`src/rtl/ooo_pkg.sv`:
```
// Shared out-of-order core definitions for the issue stage.
// Contents:
//   PREG_W / ROB_W : physical register tag and ROB number widths
//   aluop_e, fu_e  : ALU operation and functional-unit class encodings
//   rs_entry_t     : one reservation-station slot
//                    {valid, sr1_p, s1_rdy, sr2_p, s2_rdy, dr_p, aluop, fu, imm, rob}
package ooo_pkg;

  localparam int PREG_W = 5;
  localparam int ROB_W  = 16;

  typedef enum logic [1:0] {
    ALU_ADD = 2'd0,
    ALU_SUB = 2'd1,
    ALU_AND = 2'd2,
    ALU_OR  = 2'd3
  } aluop_e;

  typedef enum logic [1:0] {
    FU_ALU = 2'd0,
    FU_MUL = 2'd1,
    FU_LSU = 2'd2,
    FU_BR  = 2'd3
  } fu_e;

  typedef struct packed {
    logic              valid;
    logic [PREG_W-1:0] sr1_p;
    logic              s1_rdy;
    logic [PREG_W-1:0] sr2_p;
    logic              s2_rdy;
    logic [PREG_W-1:0] dr_p;
    aluop_e            aluop;
    fu_e               fu;
    logic [31:0]       imm;
    logic [ROB_W-1:0]  rob;
  } rs_entry_t;

endpackage

```
`src/rtl/rs_prio_enc.sv`:
```
// Lowest-index-set priority encoder.
// Ports:
//   req_i   : request vector, bit 0 has highest priority
//   found_o : at least one request bit is set
//   idx_o   : index of the lowest set bit (0 when found_o=0)
module rs_prio_enc #(
  parameter  int N  = 16,
  localparam int IW = $clog2(N)
) (
  input  logic [N-1:0]  req_i,
  output logic          found_o,
  output logic [IW-1:0] idx_o
);

  // Scan from the top down so the last hit written is the lowest index.
  always_comb begin
    found_o = 1'b0;
    idx_o   = '0;
    for (int i = N - 1; i >= 0; i--) begin
      if (req_i[i]) begin
        found_o = 1'b1;
        idx_o   = IW'(i);
      end
    end
  end

endmodule

```
`src/rtl/reservation_station.sv`:
```
// Unified issue queue between rename and execute. Holds renamed uops until
// both source operands are ready, snoops writeback tag broadcasts for wakeup,
// and issues at most one ready uop per cycle (lowest index first).
// Ports:
//   clk, rst          : clock, asynchronous active-high reset
//   flush             : synchronous clear of all entries
//   in_valid/in_ready : rename -> RS handshake, in_* uop fields
//   wb_valid/wb_tag   : writeback broadcasts, port 0 in the tag LSBs
//   iss_valid/iss_ready : RS -> execute handshake, iss_* uop fields
//   count             : registered occupancy
// Handshakes: a transfer happens on a rising clk edge where valid and ready
// are both 1; valid never depends on ready on the same interface.
module reservation_station
  import ooo_pkg::*;
#(
  parameter  int DEPTH    = 16,
  parameter  int WB_PORTS = 2,
  localparam int IW       = $clog2(DEPTH),
  localparam int CW       = $clog2(DEPTH) + 1
) (
  input  logic                       clk,
  input  logic                       rst,
  input  logic                       flush,
  input  logic                       in_valid,
  output logic                       in_ready,
  input  logic [PREG_W-1:0]          in_sr1_p,
  input  logic [PREG_W-1:0]          in_sr2_p,
  input  logic                       in_s1_ready,
  input  logic                       in_s2_ready,
  input  logic [PREG_W-1:0]          in_dr_p,
  input  logic [1:0]                 in_aluop,
  input  logic [1:0]                 in_fu,
  input  logic [31:0]                in_imm,
  input  logic [ROB_W-1:0]           in_rob,
  input  logic [WB_PORTS-1:0]        wb_valid,
  input  logic [WB_PORTS*PREG_W-1:0] wb_tag,
  output logic                       iss_valid,
  input  logic                       iss_ready,
  output logic [PREG_W-1:0]          iss_sr1_p,
  output logic [PREG_W-1:0]          iss_sr2_p,
  output logic [PREG_W-1:0]          iss_dr_p,
  output logic [1:0]                 iss_aluop,
  output logic [1:0]                 iss_fu,
  output logic [31:0]                iss_imm,
  output logic [ROB_W-1:0]           iss_rob,
  output logic [CW-1:0]              count
);

  rs_entry_t ent_q [DEPTH];
  rs_entry_t ent_d [DEPTH];
  logic [CW-1:0] count_q, count_d;

  logic [DEPTH-1:0]                valid_vec, cand_vec;
  logic [DEPTH-1:0][WB_PORTS-1:0]  s1_hit, s2_hit;
  logic [WB_PORTS-1:0]             in1_hit, in2_hit;
  logic                            free_found;
  logic [IW-1:0]                   free_idx, sel_idx;
  logic                            accept, issue;

  // Per-entry, per-port wakeup comparators.
  for (genvar e = 0; e < DEPTH; e++) begin : g_ent
    assign valid_vec[e] = ent_q[e].valid;
    assign cand_vec[e]  = ent_q[e].valid && ent_q[e].s1_rdy && ent_q[e].s2_rdy;
    for (genvar k = 0; k < WB_PORTS; k++) begin : g_wb
      assign s1_hit[e][k] = wb_valid[k] && (wb_tag[k*PREG_W +: PREG_W] == ent_q[e].sr1_p);
      assign s2_hit[e][k] = wb_valid[k] && (wb_tag[k*PREG_W +: PREG_W] == ent_q[e].sr2_p);
    end
  end

  // Same-cycle bypass for the incoming uop so a broadcast during allocation
  // is not lost.
  for (genvar k = 0; k < WB_PORTS; k++) begin : g_in_wb
    assign in1_hit[k] = wb_valid[k] && (wb_tag[k*PREG_W +: PREG_W] == in_sr1_p);
    assign in2_hit[k] = wb_valid[k] && (wb_tag[k*PREG_W +: PREG_W] == in_sr2_p);
  end

  rs_prio_enc #(.N(DEPTH)) u_free (
    .req_i   (~valid_vec),
    .found_o (free_found),
    .idx_o   (free_idx)
  );

  rs_prio_enc #(.N(DEPTH)) u_sel (
    .req_i   (cand_vec),
    .found_o (iss_valid),
    .idx_o   (sel_idx)
  );

  assign in_ready = (count_q != CW'(DEPTH));
  assign accept   = in_valid && in_ready && free_found;
  assign issue    = iss_valid && iss_ready;

  // The free slot is chosen from the registered valid bits, so it can never
  // be the slot that is issuing in the same cycle.
  always_comb begin
    for (int i = 0; i < DEPTH; i++) begin
      ent_d[i] = ent_q[i];
      if (ent_q[i].valid) begin
        ent_d[i].s1_rdy = ent_q[i].s1_rdy | (|s1_hit[i]);
        ent_d[i].s2_rdy = ent_q[i].s2_rdy | (|s2_hit[i]);
      end
    end
    if (issue) begin
      ent_d[sel_idx].valid = 1'b0;
    end
    if (accept) begin
      ent_d[free_idx].valid  = 1'b1;
      ent_d[free_idx].sr1_p  = in_sr1_p;
      ent_d[free_idx].s1_rdy = in_s1_ready || (in_sr1_p == '0) || (|in1_hit);
      ent_d[free_idx].sr2_p  = in_sr2_p;
      ent_d[free_idx].s2_rdy = in_s2_ready || (in_sr2_p == '0) || (|in2_hit);
      ent_d[free_idx].dr_p   = in_dr_p;
      ent_d[free_idx].aluop  = aluop_e'(in_aluop);
      ent_d[free_idx].fu     = fu_e'(in_fu);
      ent_d[free_idx].imm    = in_imm;
      ent_d[free_idx].rob    = in_rob;
    end
    count_d = count_q + CW'(accept) - CW'(issue);
    if (flush) begin
      for (int i = 0; i < DEPTH; i++) begin
        ent_d[i].valid = 1'b0;
      end
      count_d = '0;
    end
  end

  always_ff @(posedge clk or posedge rst) begin
    if (rst) begin
      for (int i = 0; i < DEPTH; i++) begin
        ent_q[i] <= '0;
      end
      count_q <= '0;
    end else begin
      for (int i = 0; i < DEPTH; i++) begin
        ent_q[i] <= ent_d[i];
      end
      count_q <= count_d;
    end
  end

  assign iss_sr1_p = ent_q[sel_idx].sr1_p;
  assign iss_sr2_p = ent_q[sel_idx].sr2_p;
  assign iss_dr_p  = ent_q[sel_idx].dr_p;
  assign iss_aluop = ent_q[sel_idx].aluop;
  assign iss_fu    = ent_q[sel_idx].fu;
  assign iss_imm   = ent_q[sel_idx].imm;
  assign iss_rob   = ent_q[sel_idx].rob;
  assign count     = count_q;

endmodule
```
`config.mk`:
```
export PLATFORM = sky130hd
export DESIGN_NAME = reservation_station
export DESIGN_NICKNAME = d
export VERILOG_FILES = /design/src/rtl/ooo_pkg.sv /design/src/rtl/rs_prio_enc.sv /design/src/rtl/reservation_station.sv
export SDC_FILE = /design/constraint.sdc
export NUM_CORES = 2
export LEC_CHECK = 0
export BUFFER_PORTS_ARGS = -buffer_cell sky130_fd_sc_hd__buf_2
export CORE_MARGIN = 1.5
export CORE_UTILIZATION = 68
export CTS_CLUSTER_DIAMETER = 50
export CTS_CLUSTER_SIZE = 40
export DETAILED_ROUTE_END_ITERATION = 8
export GPL_TIMING_DRIVEN = 0
export HOLD_SLACK_MARGIN = 0.06
export MAX_ROUTING_LAYER = met4
export PLACE_DENSITY = 0.83
export SLEW_MARGIN = 20
export SYNTH_ARGS = -nofsm -noshare
export SYNTH_HDL_FRONTEND = slang
export SYNTH_SLANG_ARGS = --single-unit
```
`constraint.sdc`:
```
create_clock -name clk -period 64.4 [get_ports clk]
set_input_delay 12.88 -clock clk [delete_from_list [all_inputs] [get_ports clk]]
set_output_delay 12.88 -clock clk [all_outputs]
set_load 0.02 [all_outputs]
```
==> results of run 1 <==
==> per-layer routing <==
layer / overflow / global-route usage [%]
met3: 0 / 55.5
met4: 11 / 70.6
met5: - / -
met2: 8 / 90.9
met1: 0 / 76.6
==> cells by family after synthesis <==
group,after synthesis,synth area share (%)
buf+inv,469,3.74
xor+xnor,343,5.53
flops,1125,51.8
mux,563,11.5
compound gates,714,9.38
fa+ha+maj,7,0.175
simple gates,2415,17.9
==> Yosys cell counts (all sizes together), types with 6 or more instances <==
cell / count
and3: 13
ha: 6
a32oi: 8
o2bb2ai: 43
nand2: 2048
clkbuf: 331
mux2: 470
a221o: 9
buf: 123
xor2: 273
a21oi: 170
a222oi: 13
a22oi: 87
o21ai: 94
a2111oi: 17
o211ai: 10
nand3: 117
or3: 14
nor2: 73
nor3: 20
dfrtp: 1125
o22ai: 22
nand4: 39
a221oi: 133
inv: 15
xnor2: 70
nor4: 69
a31oi: 9
mux2i: 92
a22o: 63
a21boi: 9
and2: 8
a211oi: 19
==> metrics by stage <==
stage | setup slack, ns | cells | util, % | hold slack [ns]
floorplan | 19.84 | 5636 | - | 0.435
global placement | 8.71 | 6823 | 71.4 | 0.448
detailed placement | 46.78 | 6837 | 71.9 | 0.455
CTS | 45.99 | 7048 | 77.0 | 0.470
==> impl_metrics.tcl, run 1 <==
set metrics [dict create \
    port_buffers 137 \
    netlist_area_um2 54400 \
    rows 103 \
    async_flop_share_pct 100 \
    die_w_um 286 \
    grt_pass1_wl_um 419000 \
    gr-total-overflow 19 \
    hold_buffers 0 \
    track_usage_pct 75.3 \
    post_cts_buffers 0 \
    synthesis.nets 5729 \
    grt_pass1_vias 56155 \
    seq_area_frac_synth_pct 51.8 \
    clock_path_buffers 3 \
    synth_enable_flop_cells 0 \
    place_area_um2 56800 \
    yosysTopAreaCell "dfrtp_1" \
    cts_resized 0 \
    status "did not finish" \
    die_h_um 286 \
    yosysTopAreaCellShare_pct 51.8 \
    cts-root-buf "clkbuf_16" \
    synth-main-ff-cell "dfrtp_1" \
    io_pins 160 \
    yosysWarnings 0 \
    grt_max_degree 115 \
    syn_inst 5636 \
    stop_stage "global routing (5_1_grt)" \
    avgSynthCellArea_um2 9.65 \
    ys_ff_latch 1125 \
    tool.error "[ERROR GRT-0116] Global routing finished with congestion. Check the congestion regions in the DRC Viewer." \
    start_util_pct 68.8 \
    cts_made_buffers 111 \
    dp_hpwl_um 187000 \
    clock-sinks 1125 \
    place.gp.congestion 1.16 \
    synth.distinct_cells 67 \
    ys_top_cells_by_area "dfrtp_1 52%, nand2_1 14%, mux2_2 9.5%" \
    htreeDepth 3 \
]
==> inputs of run 2 (changes only) <==
- CORE_UTILIZATION: 68 -> 40
- CTS_CLUSTER_DIAMETER: 50 -> not set
- CTS_CLUSTER_SIZE: 40 -> not set
- HOLD_SLACK_MARGIN: 0.06 -> not set
- MAX_ROUTING_LAYER: met4 -> not set
- PLACE_DENSITY: 0.83 -> not set
- PLACE_DENSITY_LB_ADDON: not set -> 0.15
==> run 2 against run 1 <==
  * The flow now finishes, with violations (DRC)
  * Area after synthesis did not move
  * Synthesized cell count did not move
==> impl_metrics.tcl, run 2 <==
set metrics [dict create \
    die_h_um 372 \
    slowest_delay_ns 0.87 \
    clock_path_buffers 3 \
    grt_pass1_wl_um 370000 \
    rows 135 \
    crit_family "buffers and inverters" \
    ys_ff_latch 1125 \
    fin_util_pct 46.0 \
    hold_viol_final 0 \
    grt_pass1_vias 45105 \
    gr-total-overflow 0 \
    cts_resized 0 \
    cts-root-buf "clkbuf_16" \
    drive_above_1_share_pct 17.0 \
    post_drt_via_cell_ratio 6.09 \
    fin_crit_sh_pct 29.2 \
    synthesis.nets 5729 \
    final_area_um2 62100 \
    synth_compound_area_share_pct 9.38 \
    start_util_pct 40.2 \
    critPathMaxFanout 10 \
    ys_top_cells_by_area "dfrtp_1 52%, nand2_1 14%, mux2_2 9.5%" \
    worstPathRequired_ns 51.52 \
    die_w_um 372 \
    antenna_found_initial 14 \
    drc_errors 6 \
    place.gp.congestion 1.03 \
    wl_um 273000 \
    cp_cell_sequence "nand3_1, o21ai_0, nand2_1, nand2_1, buf_2, buf_2, buf_1, a21oi_1, o21ai_0, nand4_1, buf_2" \
    maxCapViolCount 0 \
    synth_top_family_by_area "simple AND/OR/NAND/NOR gates" \
    seq_area_frac_synth_pct 51.8 \
    hp-class "flop to flop" \
    final_cell_mix "2046 x nand2_1, 1125 x dfrtp_1, 461 x mux2_2" \
    yosysMostFrequentCell "nand2_1" \
    final.setup.tns_ns 0 \
    synth-main-ff-cell "dfrtp_1" \
    yosys.area_share.simple_pct 17.9 \
    nets 6027 \
    synth_enable_flop_cells 0 \
    synth.distinct_cells 67 \
    total_leakage_power_nw 31.1 \
    syn_to_final_growth_pct 14.3 \
    clock-sinks 1125 \
    post_cts_buffers 0 \
    vias 47544 \
    rsz0062_at_grt "false" \
    drv_slew 0 \
    yosysWarnings 0 \
    synth_mux_area_share_pct 11.5 \
    crit_slowest_cell "buf_1" \
    io_pins 160 \
    power_density_nw_per_um2 30.6 \
    htreeDepth 4 \
    synthAdderAreaFrac_pct 0.175 \
    register_area_um2 28200 \
    path_clk_slew_ns 0.06 \
    multiInputGateArea_um2 24300 \
    p_total_mw 1.90 \
    synthTopCellsByCount "2046 x nand2_1, 1125 x dfrtp_1, 461 x mux2_2, 329 x clkbuf_1, 273 x xor2_1" \
    syn_inst 5636 \
    yosysTopAreaCell "dfrtp_1" \
    top_register "ent_q" \
    drtPass1Iterations 9 \
    synth_xor_area_share_pct 5.53 \
    async_flop_share_pct 100 \
    violations "DRC" \
    status "finished, violations left" \
    path_buf_inv 4 \
    yosysTopAreaCellShare_pct 51.8 \
    critical_path.most_common_cell "buf_2" \
    wire_per_inst_um 34.9 \
    setup_viol 0 \
    slew_headroom_pct 12.8 \
    netlist_area_um2 54400 \
    largest_register_ff_count 1120 \
    hold_buffers 0 \
    avgSynthCellArea_um2 9.65 \
    grt_max_degree 100 \
    place_area_um2 57900 \
    tritoncts "built" \
    cp-start-kind "flop" \
    dp_hpwl_um 204000 \
    core_um2 135000 \
    antenna_left 0 \
    cts_made_buffers 133 \
    endpoint_kind "output port" \
    n_fill_cell 13154 \
    ir_drop_uv 23.1 \
    fmax_mhz 53.1 \
    tightest_slew_ns 1.31 \
    finalCriticalPeriod_ns 18.82 \
    fin_skew_ns 0.0445 \
    port_buffers 137 \
    cp.arrival_ns 5.94 \
    final_common_cell "nand2_1" \
    clk-insertion-delay-late_ns 0.79 \
    critPathKind "flop to output port" \
    drt_iter0_markers 6206 \
    track_usage_pct 39.3 \
    hold_slack_ns 0.462 \
    die_area_um2 138000 \
]
run 2: cell type report:
class / count / share of cell area, %
diodes: 5 / 0.0201
plain buffers: 454 / 3.29
clock buffers: 193 / 6.24
clock inverters: 30 / 0.532
inverters: 15 / 0.103
multi-input cells: 4042 / 39.0
flip-flops and latches: 1125 / 45.3
well taps: 1781 / 3.59
repair buffers: 163 / 1.87
run 2: cells by family (layout without fill, tap and decap cells):
kind of cell / after synthesis / after routing
fa+ha+maj: 7 / 7
other cells: 0 / 5
compound gates: 714 / 714
simple gates: 2415 / 2415
flops: 1125 / 1125
xor+xnor: 343 / 343
mux: 563 / 563
buf+inv: 469 / 855
run 2: layer usage:
layer	track usage, %	part of all wire [%]	vias up
met2	58.0	43	2748
met3	6.28	8.1	762
met5	0	0.032	-
li1	-	-	19647
met4	29.2	8.8	12
met1	52.1	40	24375
run 2: worst paths after layout:
check / startpoint / endpoint / slack, ns / cells after the start
worst max-delay path: ent_q[1049] / iss_imm[29] / 45.58 / 11
worst min-delay path: ent_q[546] / ent_q[546] / 0.46 / 2
worst max register to register: ent_q[489] / ent_q[169] / 59.93 / 10
worst min register to register: ent_q[546] / ent_q[546] / 0.46 / 2
max in group asynchronous: rst / ent_q[1029] / 49.18 / 8
min in group asynchronous: rst / ent_q[203] / 12.13 / 2
run 2: per-stage QoR:
stage,instances,worst slack (ns)
after floorplan,5636,19.84
after global routing,7803,45.82
after global placement,7554,4.98
after CTS,7801,45.79
final,7808,45.58
after detailed placement,7578,46.62
run 2: worst min-delay path: cells and delay by family (launching register included):
kind             cells  cell delay (ns)
flip-flops           1             0.33
AND/OR/NAND/NOR      2             0.10
run 2: where the power goes:
group	switching (mW)	total, mW	internal, mW
logic	0.215	0.332	0.117
registers	0.0480	0.818	0.770
clock network	0.324	0.748	0.424
(Power assumes the default switching activity.)
